$ cat config.mk
export PLATFORM = sky130hd
export DESIGN_NAME = pulse_tick_counter
export DESIGN_NICKNAME = d
export VERILOG_FILES = /design/src/rtl/pulse_tick_counter.sv
export SDC_FILE = /design/constraint.sdc
export NUM_CORES = 1
export LEC_CHECK = 0
export CAP_MARGIN = 40
export CORE_MARGIN = 8
export CORE_UTILIZATION = 50
export CTS_CLUSTER_SIZE = 25
export DETAILED_ROUTE_END_ITERATION = 16
export PLACE_DENSITY_LB_ADDON = 0.08
export SLEW_MARGIN = 5
export SYNTH_ARGS = -nofsm -noshare
export SYNTH_HDL_FRONTEND = slang
export SYNTH_SLANG_ARGS = --single-unit
$ cat constraint.sdc
create_clock -name clk -period 2.1 [get_ports clk]
set_clock_uncertainty 0.2 [all_clocks]
set_input_delay 0.42 -clock clk [delete_from_list [all_inputs] [get_ports clk]]
set_output_delay 0.42 -clock clk [all_outputs]
set_load 0.1 [all_outputs]
$ cat src/rtl/pulse_tick_counter.sv
// Measures how long start stays high in prescaled ticks, then classifies it.
// Optional TICK_SYNC_EN adds a 2-flop synchronizer on start.
module pulse_tick_counter #(
    parameter int DIV         = 25000,
    parameter int CNT_W       = 15,
    parameter int LONG_THRESH = 500
) (
    input  logic             clk,
    input  logic             reset,
    input  logic             start,
    output logic [CNT_W-1:0] tick_total,
    output logic             tick,
    output logic             busy,
    output logic             done,
    output logic             is_long,
    output logic             saturated
);

    localparam int PW = (DIV > 1) ? $clog2(DIV) : 1;
    localparam logic [PW-1:0] PRE_LAST = PW'(DIV - 1);
    localparam logic [CNT_W-1:0] CNT_MAX = '1;
    localparam logic [CNT_W-1:0] THRESH = CNT_W'(LONG_THRESH);

    logic start_s;

`ifdef TICK_SYNC_EN
    logic [1:0] sync_q;

    always_ff @(posedge clk or negedge reset) begin
        if (!reset) begin
            sync_q <= 2'b00;
        end else begin
            sync_q <= {sync_q[0], start};
        end
    end

    assign start_s = sync_q[1];
`else
    assign start_s = start;
`endif

    logic [PW-1:0]    presc_q, presc_d;
    logic [CNT_W-1:0] total_q, total_d;
    logic             tick_q, tick_d;
    logic             busy_q, busy_d;
    logic             done_q, done_d;
    logic             long_q, long_d;
    logic             sat_q, sat_d;
    logic             start_d_q;

    logic rise, fall, count;

    assign rise  = start_s & ~start_d_q;
    assign fall  = ~start_s & start_d_q & busy_q;
    assign count = start_s & start_d_q & busy_q;

    always_comb begin
        presc_d = '0;
        total_d = total_q;
        tick_d  = 1'b0;
        busy_d  = busy_q;
        done_d  = 1'b0;
        long_d  = long_q;
        sat_d   = sat_q;
        unique case (1'b1)
            rise: begin
                total_d = '0;
                sat_d   = 1'b0;
                busy_d  = 1'b1;
            end
            fall: begin
                busy_d = 1'b0;
                done_d = 1'b1;
                long_d = (total_q >= THRESH);
            end
            count: begin
                if (presc_q == PRE_LAST) begin
                    tick_d = 1'b1;
                    // counter pins at max; saturation is sticky until next rise
                    if (total_q == CNT_MAX) begin
                        sat_d = 1'b1;
                    end else begin
                        total_d = total_q + 1'b1;
                    end
                end else begin
                    presc_d = presc_q + 1'b1;
                end
            end
            default: begin
            end
        endcase
    end

    always_ff @(posedge clk or negedge reset) begin
        if (!reset) begin
            presc_q   <= '0;
            total_q   <= '0;
            tick_q    <= 1'b0;
            busy_q    <= 1'b0;
            done_q    <= 1'b0;
            long_q    <= 1'b0;
            sat_q     <= 1'b0;
            start_d_q <= 1'b0;
        end else begin
            presc_q   <= presc_d;
            total_q   <= total_d;
            tick_q    <= tick_d;
            busy_q    <= busy_d;
            done_q    <= done_d;
            long_q    <= long_d;
            sat_q     <= sat_d;
            start_d_q <= start_s;
        end
    end

    assign tick_total = total_q;
    assign tick       = tick_q;
    assign busy       = busy_q;
    assign done       = done_q;
    assign is_long    = long_q;
    assign saturated  = sat_q;

endmodule

==> results of run 1 <==
[logic make-up after synthesis]
| family | after synthesis | share of synthesized area |
|---|---|---|
| simple gates | 116 | 0.323 |
| flops | 36 | 0.451 |
| compound gates | 22 | 0.0746 |
| buf+inv | 16 | 0.0451 |
| xor+xnor | 12 | 0.0526 |
| mux | 7 | 0.0351 |
| fa+ha+maj | 3 | 0.0188 |
[cells in the mapped netlist]
cell type | instances | area [sq um]
sky130_fd_sc_hd__or4_1 | 4 | 30.0
sky130_fd_sc_hd__and4_1 | 2 | 17.5
sky130_fd_sc_hd__o21a_1 | 3 | 22.5
sky130_fd_sc_hd__nor4bb_1 | 2 | 20.0
sky130_fd_sc_hd__nand3_1 | 8 | 40.0
sky130_fd_sc_hd__clkdlybuf4s50_2 | 1 | 11.3
sky130_fd_sc_hd__nor2_1 | 17 | 63.8
sky130_fd_sc_hd__or4b_4 | 1 | 13.8
sky130_fd_sc_hd__nor3_1 | 7 | 35.0
sky130_fd_sc_hd__nand2_1 | 31 | 116
sky130_fd_sc_hd__and3b_1 | 1 | 8.76
sky130_fd_sc_hd__nand2b_1 | 1 | 6.26
sky130_fd_sc_hd__dfrtp_1 | 36 | 901
sky130_fd_sc_hd__and2_1 | 3 | 18.8
sky130_fd_sc_hd__xnor2_1 | 8 | 70.1
sky130_fd_sc_hd__and4_2 | 1 | 10.0
sky130_fd_sc_hd__o211ai_1 | 1 | 7.51
sky130_fd_sc_hd__o32ai_2 | 1 | 16.3
sky130_fd_sc_hd__clkbuf_1 | 6 | 22.5
sky130_fd_sc_hd__a21oi_1 | 1 | 5.00
sky130_fd_sc_hd__nand3_2 | 1 | 10.0
sky130_fd_sc_hd__nor4_1 | 9 | 56.3
sky130_fd_sc_hd__buf_4 | 2 | 15.0
sky130_fd_sc_hd__o41a_1 | 1 | 11.3
sky130_fd_sc_hd__nor4_4 | 1 | 21.3
sky130_fd_sc_hd__inv_1 | 5 | 18.8
sky130_fd_sc_hd__o21ai_0 | 6 | 30.0
sky130_fd_sc_hd__and3_1 | 3 | 18.8
sky130_fd_sc_hd__o22ai_1 | 5 | 31.3
sky130_fd_sc_hd__nor2b_1 | 2 | 12.5
sky130_fd_sc_hd__mux2i_1 | 7 | 70.1
sky130_fd_sc_hd__nand4_1 | 19 | 119
sky130_fd_sc_hd__nor3_2 | 1 | 10.0
sky130_fd_sc_hd__xor2_1 | 4 | 35.0
sky130_fd_sc_hd__a31oi_1 | 4 | 25.0
sky130_fd_sc_hd__nor4b_1 | 1 | 8.76
sky130_fd_sc_hd__buf_6 | 2 | 22.5
sky130_fd_sc_hd__and3_2 | 1 | 7.51
sky130_fd_sc_hd__ha_1 | 3 | 37.5
[registers in the layout, summed over array words and instances, names as in the netlist]
| name | flops |
|---|---|
| presc_q | 15 |
| tick_total | 15 |
| busy | 1 |
| done | 1 |
| is_long | 1 |
| saturated | 1 |
| start_d_q | 1 |
| tick | 1 |
[what timing repair did]
action	in CTS	in global routing
resized for setup	0	4
endpoints found under the setup margin	0	28
setup buffers	0	2
[power breakdown]
| part | switching [mW] | leakage [nW] | internal (mW) | total (mW) |
|---|---|---|---|---|
| clock network | 0.250 | 0.0552 | 0.352 | 0.603 |
| registers | 0.0114 | 0.466 | 0.702 | 0.714 |
| logic | 0.0939 | 0.609 | 0.0488 | 0.143 |
[layout make-up]
| cell class | count | share of cell area |
|---|---|---|
| Sequential cell | 36 | 0.334 |
| Timing Repair Buffer | 51 | 0.232 |
| Clock inverter | 2 | 0.0124 |
| Tap cell | 50 | 0.0221 |
| Inverter | 5 | 0.00664 |
| Clock buffer | 6 | 0.0257 |
| Multi-Input combinational cell | 160 | 0.368 |
[layer usage]
layer  vias up  track usage
met3         9       0.0688
met1       887        0.238
met2        84        0.263
met5         -            0
li1        870            -
met4         0       0.0630
[worst max-delay path by stage]
stage / slack, ps / to / startpoint
6_report: 50 / tick_total[11]$_DFFE_PN0P_ / presc_q[4]$_DFF_PN0_
5_1_grt: -30 / tick_total[0]$_DFFE_PN0P_ / presc_q[1]$_DFF_PN0_
4_1_cts: 30 / tick_total[11]$_DFFE_PN0P_ / presc_q[12]$_DFF_PN0_
3_5_place_dp: -50 / tick_total[13]$_DFFE_PN0P_ / start
3_3_place_gp: 80 / tick_total[4]$_DFFE_PN0P_ / presc_q[4]$_DFF_PN0_
2_1_floorplan: -30 / tick_total[11]$_DFFE_PN0P_ / tick_total[4]$_DFFE_PN0P_
==> out/results.md, run 1 <==
## Run status
- finished, final reports clean — status

## Yosys
- 36 — post-synthesis register bit count
- 2000 sq um — Post-Synthesis Cell Area
- 0.451 — part of the Yosys area used for sequential elements
- 0 — Yosys warnings
- 212 — number of cells produced by synthesis
- 9.42 sq um — Mean Syn Cell Area
- 39 — post-synth cell types
- 218 — net count after synthesis

## Job
- 0 — number of max-cap violations

## Pwr
- 1.46 mW — Tot Pwr
- 0.393 mV — Max rail drop VDD
- 516 nW/um^2 — total power divided by cell area
- 1.13 nW — Leak

## CTS
- 5 — CTS Buf Count
- 2 — number of buffers on the longest clock path
- sky130_fd_sc_hd__clkbuf_8 — clock tree root buffer cell
- 0 — hold buffer count at CTS
- 2 — count of H-tree levels built during CTS
- 36 — clock sinks
- 70 ps — clock-pin transition on the worst setup and hold timing paths
- 290 ps — clock latency on the worst-skew pair
- done — TritonCTS clock tree

## Worst setup path
- tick_total[11]$_DFFE_PN0P_ — Crit Reg-Reg Endpoint
- 2100 ps — endpoint required time on the critical path
- sky130_fd_sc_hd__or4b_4 — cell type of the slowest stage on the worst timing path
- simple AND/OR/NAND/NOR gates — cell type group with the largest total delay on the critical path
- register — kind of end point of the critical path
- register — crit path launch type
- 50 ps — worst reg2reg setup slack
- 5 — r2r worst-path depth
- or4b_4 -> nor4_4 -> buf_6 -> nand2_1 -> o32ai_2 — worst path cell trace
- 1 — Crit path buffers/inverters
- 5 — cell count along the critical path
- register to register — worst setup path class
- 2040 ps — Arr. time, crit path
- presc_q[4]$_DFF_PN0_ — launch point of the worst reg-to-reg path
- 520 ps — critical path's largest stage delay
- 8 — maximum fanout count along the critical path

## Floorplan
- 6270 sq um — total die area
- 3910 sq um — core footprint
- 23 — number of ports placed on the die boundary
- 23 — cell row count
- 79.2 um — vertical die dimension
- 0.510 — starting density of the core
- 79.2 um — Horiz. Die Dim

## Global route
- 1778 — vias in the first global route
- 0.180 — Global Route Usage Sum
- 0 — overflow left after global routing
- 0 — antenna violations before repair
- 37 — pin count of the biggest net entering global routing
- 8960 um — wire length of the first global-routing pass

## Timing
- 461 ps — transition time at the pin with the least slew margin
- 0.692 — Slew headroom
- 0 ps — final total negative setup slack
- 0 — Final setup viols
- 0 — number of hold violations in the final report
- 0.974 — final clock period utilization by the worst path
- 0 — final-report max-slew violation count
- 2050 ps — time the worst path needs with I/O delays and setup
- 54.4 ps — final worst slack
- 0.489 GHz — highest attainable clock frequency
- 337 ps — Post-Route Hold Slack

## Layout
- 1040 sq um — area used by multi-input combinational logic
- 0.722 — Layout Utilization
- 0 — number of antenna diodes
- 2830 sq um — final non-filler cell area
- sky130_fd_sc_hd__nand2_1 — commonest non-fill, non-tap cell in the layout
- 41.5% — layout-stage area growth over the synthesis result
- 265 — nets@finish
- 31 x sky130_fd_sc_hd__nand2_1, 27 x sky130_fd_sc_hd__buf_4, 21 x sky130_fd_sc_hd__buf_12 — most frequent cells in the layout
- 0.323 — fraction of layout instances using a drive strength above 1
- 310 — number of standard cells in the layout, taps in and fillers out
- 296 — fillcell total
- 943 sq um — sequential cell area in the final layout

## Drt
- 2490 um — wire length on met2
- 166 — 1st-iter DRT viols
- 5390 um — aggregate routed wire length
- 2370 um — routed metal-1 wire length
- 0 — Residual DRC
- met4 — Top Layer Used
- 0 — antenna violation net count after detailed routing
- 1850 — via total after detailed routing
- 436 um — met3 wirelength from detailed routing
- 5.97 — vias per inst
- 17.4 um — wire length per cell after detailed routing
- 8 — drt first pass iters

## Placed design
- 2680 sq um — area after detailed placement
- -47.8 ps — dpl ws
- 0.998 — gp weighted congestion
- 3860 um — detailed placer's ending HPWL
- 300 — total instance count after detailed placement
- 22 — IO Port Bufs

## Min path
- busy$_DFFE_PN0P_ — Worst Hold Endpoint
- register to register — worst min path class
- 1 — Hold Path Stages
- start_d_q$_DFF_PN0_ — worst hold start

Note: power is estimated with default switching activity, not from simulation.
==> run 2, diff against run 1 <==
--- a/config.mk
+++ b/config.mk
@@ -11,6 +11,7 @@
 export CTS_CLUSTER_SIZE = 25
 export DETAILED_ROUTE_END_ITERATION = 16
 export PLACE_DENSITY_LB_ADDON = 0.08
+export RECOVER_POWER = 50
 export SLEW_MARGIN = 5
 export SYNTH_ARGS = -nofsm -noshare
 export SYNTH_HDL_FRONTEND = slang
==> run 2 against run 1 <==
  * Core utilization is 1.8 points lower
  * Critical path depth unchanged
  * Sequential cell count unchanged
  * Fmax barely moved
  * Sequential share of layout area rose by 0.74 points
  * Wire length decreased by 0.54%
  * Sequential power about the same
  * Register-to-register slack about the same
  * Largest cell class unchanged
==> out/results.md, run 2 (synthesis results as in run 1) <==
## Floorplan
- 6270 sq um — total die area, unchanged
- 79.2 um — vertical die dimension, unchanged
- 0.510 — starting density of the core, unchanged
- 23 — number of ports placed on the die boundary, unchanged
- 3910 sq um — core footprint, unchanged
- 23 — cell row count, unchanged
- 79.2 um — Horiz. Die Dim, unchanged

## Drt
- 5360 um — aggregate routed wire length, -0.54%
- 4 — drt first pass iters, -4
- 1849 — via total after detailed routing, -0.054%
- 0 — Residual DRC, unchanged
- 0 — antenna violation net count after detailed routing, unchanged
- 17.3 um — wire length per cell after detailed routing, -0.54%
- 5.96 — vias per inst, about the same
- 178 — 1st-iter DRT viols, +7.2%

## Global route
- 0.180 — Global Route Usage Sum, unchanged
- 0 — overflow left after global routing, unchanged
- 1778 — vias in the first global route, unchanged
- 8960 um — wire length of the first global-routing pass, unchanged
- 0.0688 — met3 global-route usage, unchanged
- 37 — pin count of the biggest net entering global routing, unchanged
- 0.238 — met1 demand-to-capacity share in global routing, unchanged
- 0 — antenna violations before repair, unchanged
- met2 — highest-utilization routing layer at the global route stage
- 0.263 — met2 track utilization from global routing, unchanged

## Worst setup path
- 50 ps — worst reg2reg setup slack, about the same
- 5 — cell count along the critical path, unchanged
- 2040 ps — Arr. time, crit path, about the same
- 8 — maximum fanout count along the critical path, unchanged
- 520 ps — critical path's largest stage delay, about the same
- or4b_4 -> nor4_4 -> buf_6 -> nand2_1 -> o32ai_2 — worst path cell trace
- tick_total[11]$_DFFE_PN0P_ — Crit Reg-Reg Endpoint
- 5 — r2r worst-path depth, unchanged
- simple AND/OR/NAND/NOR gates — cell type group with the largest total delay on the critical path
- presc_q[4]$_DFF_PN0_ — launch point of the worst reg-to-reg path
- register — kind of end point of the critical path
- tick_total[11]$_DFFE_PN0P_ — critical path endpoint
- 2090 ps — endpoint required time on the critical path, about the same
- register to register — worst setup path class
- sky130_fd_sc_hd__or4b_4 — cell type of the slowest stage on the worst timing path
- register — crit path launch type
- presc_q[4]$_DFF_PN0_ — startpoint of the most critical setup path
- 1 — Crit path buffers/inverters, unchanged

## Layout
- 0 — number of antenna diodes, unchanged
- 0.705 — Layout Utilization, -0.0176
- 31 x sky130_fd_sc_hd__nand2_1, 25 x sky130_fd_sc_hd__buf_4, 22 x sky130_fd_sc_hd__dfrtp_1 — most frequent cells in the layout
- 2760 sq um — final non-filler cell area, -2.4%
- 38.1% — layout-stage area growth over the synthesis result
- 0.312 — fraction of layout instances using a drive strength above 1, -0.0115
- 265 — nets@finish, unchanged
- 310 — number of standard cells in the layout, taps in and fillers out, unchanged
- sky130_fd_sc_hd__nand2_1 — commonest non-fill, non-tap cell in the layout

## Min path
- register to register — worst min path class

## Job
- 0 — number of max-cap violations, unchanged

## CTS
- done — TritonCTS clock tree
- 0 — hold buffer count at CTS, unchanged
- 2 — count of H-tree levels built during CTS, unchanged
- 5 — CTS Buf Count, unchanged
- 290 ps — clock latency on the worst-skew pair, about the same
- sky130_fd_sc_hd__clkbuf_8 — clock tree root buffer cell
- 2 — number of buffers on the longest clock path, unchanged
- 36 — clock sinks, unchanged
- 70 ps — clock-pin transition on the worst setup and hold timing paths, about the same

## Placed design
- -47.8 ps — dpl ws, unchanged
- 22 — IO Port Bufs, unchanged
- 0.998 — gp weighted congestion, unchanged
- 300 — total instance count after detailed placement, unchanged
- 2680 sq um — area after detailed placement, unchanged
- 3860 um — detailed placer's ending HPWL, unchanged

## Timing
- 2050 ps — time the worst path needs with I/O delays and setup, -0.406 ps
- 0 — number of hold violations in the final report, unchanged
- 0 — final-report max-slew violation count, unchanged
- 54.8 ps — final worst slack, +0.406 ps
- 0.400 — Slew headroom, -0.292
- 0.489 GHz — highest attainable clock frequency, about the same
- 0 — Final setup viols, unchanged
- 900 ps — transition time at the pin with the least slew margin, +439 ps
- 0 ps — final total negative setup slack, unchanged
- 0.974 — final clock period utilization by the worst path, about the same
- 303 ps — Post-Route Hold Slack, -34.2 ps

## Pwr
- 1.44 mW — Tot Pwr, -1.6%
- 1.11 nW — Leak, -1.5%
- 0.389 mV — Max rail drop VDD, -0.88%
- 521 nW/um^2 — total power divided by cell area, +0.83%

## Run status
- finished, final reports clean — status

==> run 2: changes by cell type in the layout (fill, tap and decap cells not counted), sizes merged <==
cell / previous run / this run
buf: 49 / 43
clkbuf: 6 / 12
clkdlybuf4s50: 2 / 0
dlygate4sd3: 0 / 2
==> run 2: power by group <==
group,switching (mW),internal (mW),total [mW]
Sequential,0.00853,0.702,0.711
Combinational,0.0935,0.0307,0.124
Clock,0.248,0.352,0.601
Total,0.351,1.08,1.44
==> run 2: how the worst min path moves through the flow <==
stage               depth (start not counted)                     to                   from  slack (ps)
finish                                      2  saturated$_DFFE_PN0P_  saturated$_DFFE_PN0P_         300
floorplan                                   0       busy$_DFFE_PN0P_                  reset         -80
global route                                1    is_long$_DFFE_PN0P_    is_long$_DFFE_PN0P_         330
global placement                            1       busy$_DFFE_PN0P_    start_d_q$_DFF_PN0_         300
detailed placement                          1       busy$_DFFE_PN0P_    start_d_q$_DFF_PN0_         330
CTS                                         1       busy$_DFFE_PN0P_    start_d_q$_DFF_PN0_         340
==> run 2: metal layers <==
layer | share of wire | routed length [um]
met1 | 0.42 | 2270
met2 | 0.47 | 2530
met3 | 0.087 | 464
met4 | 0.017 | 93
met5 | 0 | 0
==> run 2: worst reg2reg max path, stage by stage (launching register included) <==
cell and delay (ps):
sky130_fd_sc_hd__dfrtp_1 460, sky130_fd_sc_hd__or4b_4 520, sky130_fd_sc_hd__nor4_4 300, sky130_fd_sc_hd__buf_6 170, sky130_fd_sc_hd__nand2_1 70, sky130_fd_sc_hd__o32ai_2 240
==> run 2: area by class of cell <==
class,count,area (sq um)
clock inverter,2,35.0
multi-input combinational,160,1040
fill,307,1160
inverter,5,18.8
clock buffer,6,72.6
tap,50,62.6
timing repair buffer,51,588
sequential,36,941
==> run 2: what timing repair did <==
action,in CTS,in global routing
buffers inserted,0,2
resized for setup,0,4
setup endpoints to repair,0,28
==> run 3, diff against run 2 <==
--- a/config.mk
+++ b/config.mk
@@ -5,7 +5,7 @@
 export SDC_FILE = /design/constraint.sdc
 export NUM_CORES = 1
 export LEC_CHECK = 0
-export CAP_MARGIN = 40
+export CAP_MARGIN = 10
 export CORE_MARGIN = 8
 export CORE_UTILIZATION = 50
 export CTS_CLUSTER_SIZE = 25
==> results of run 3 <==
Final layout, timing and power as in run 2 (identical DEF).
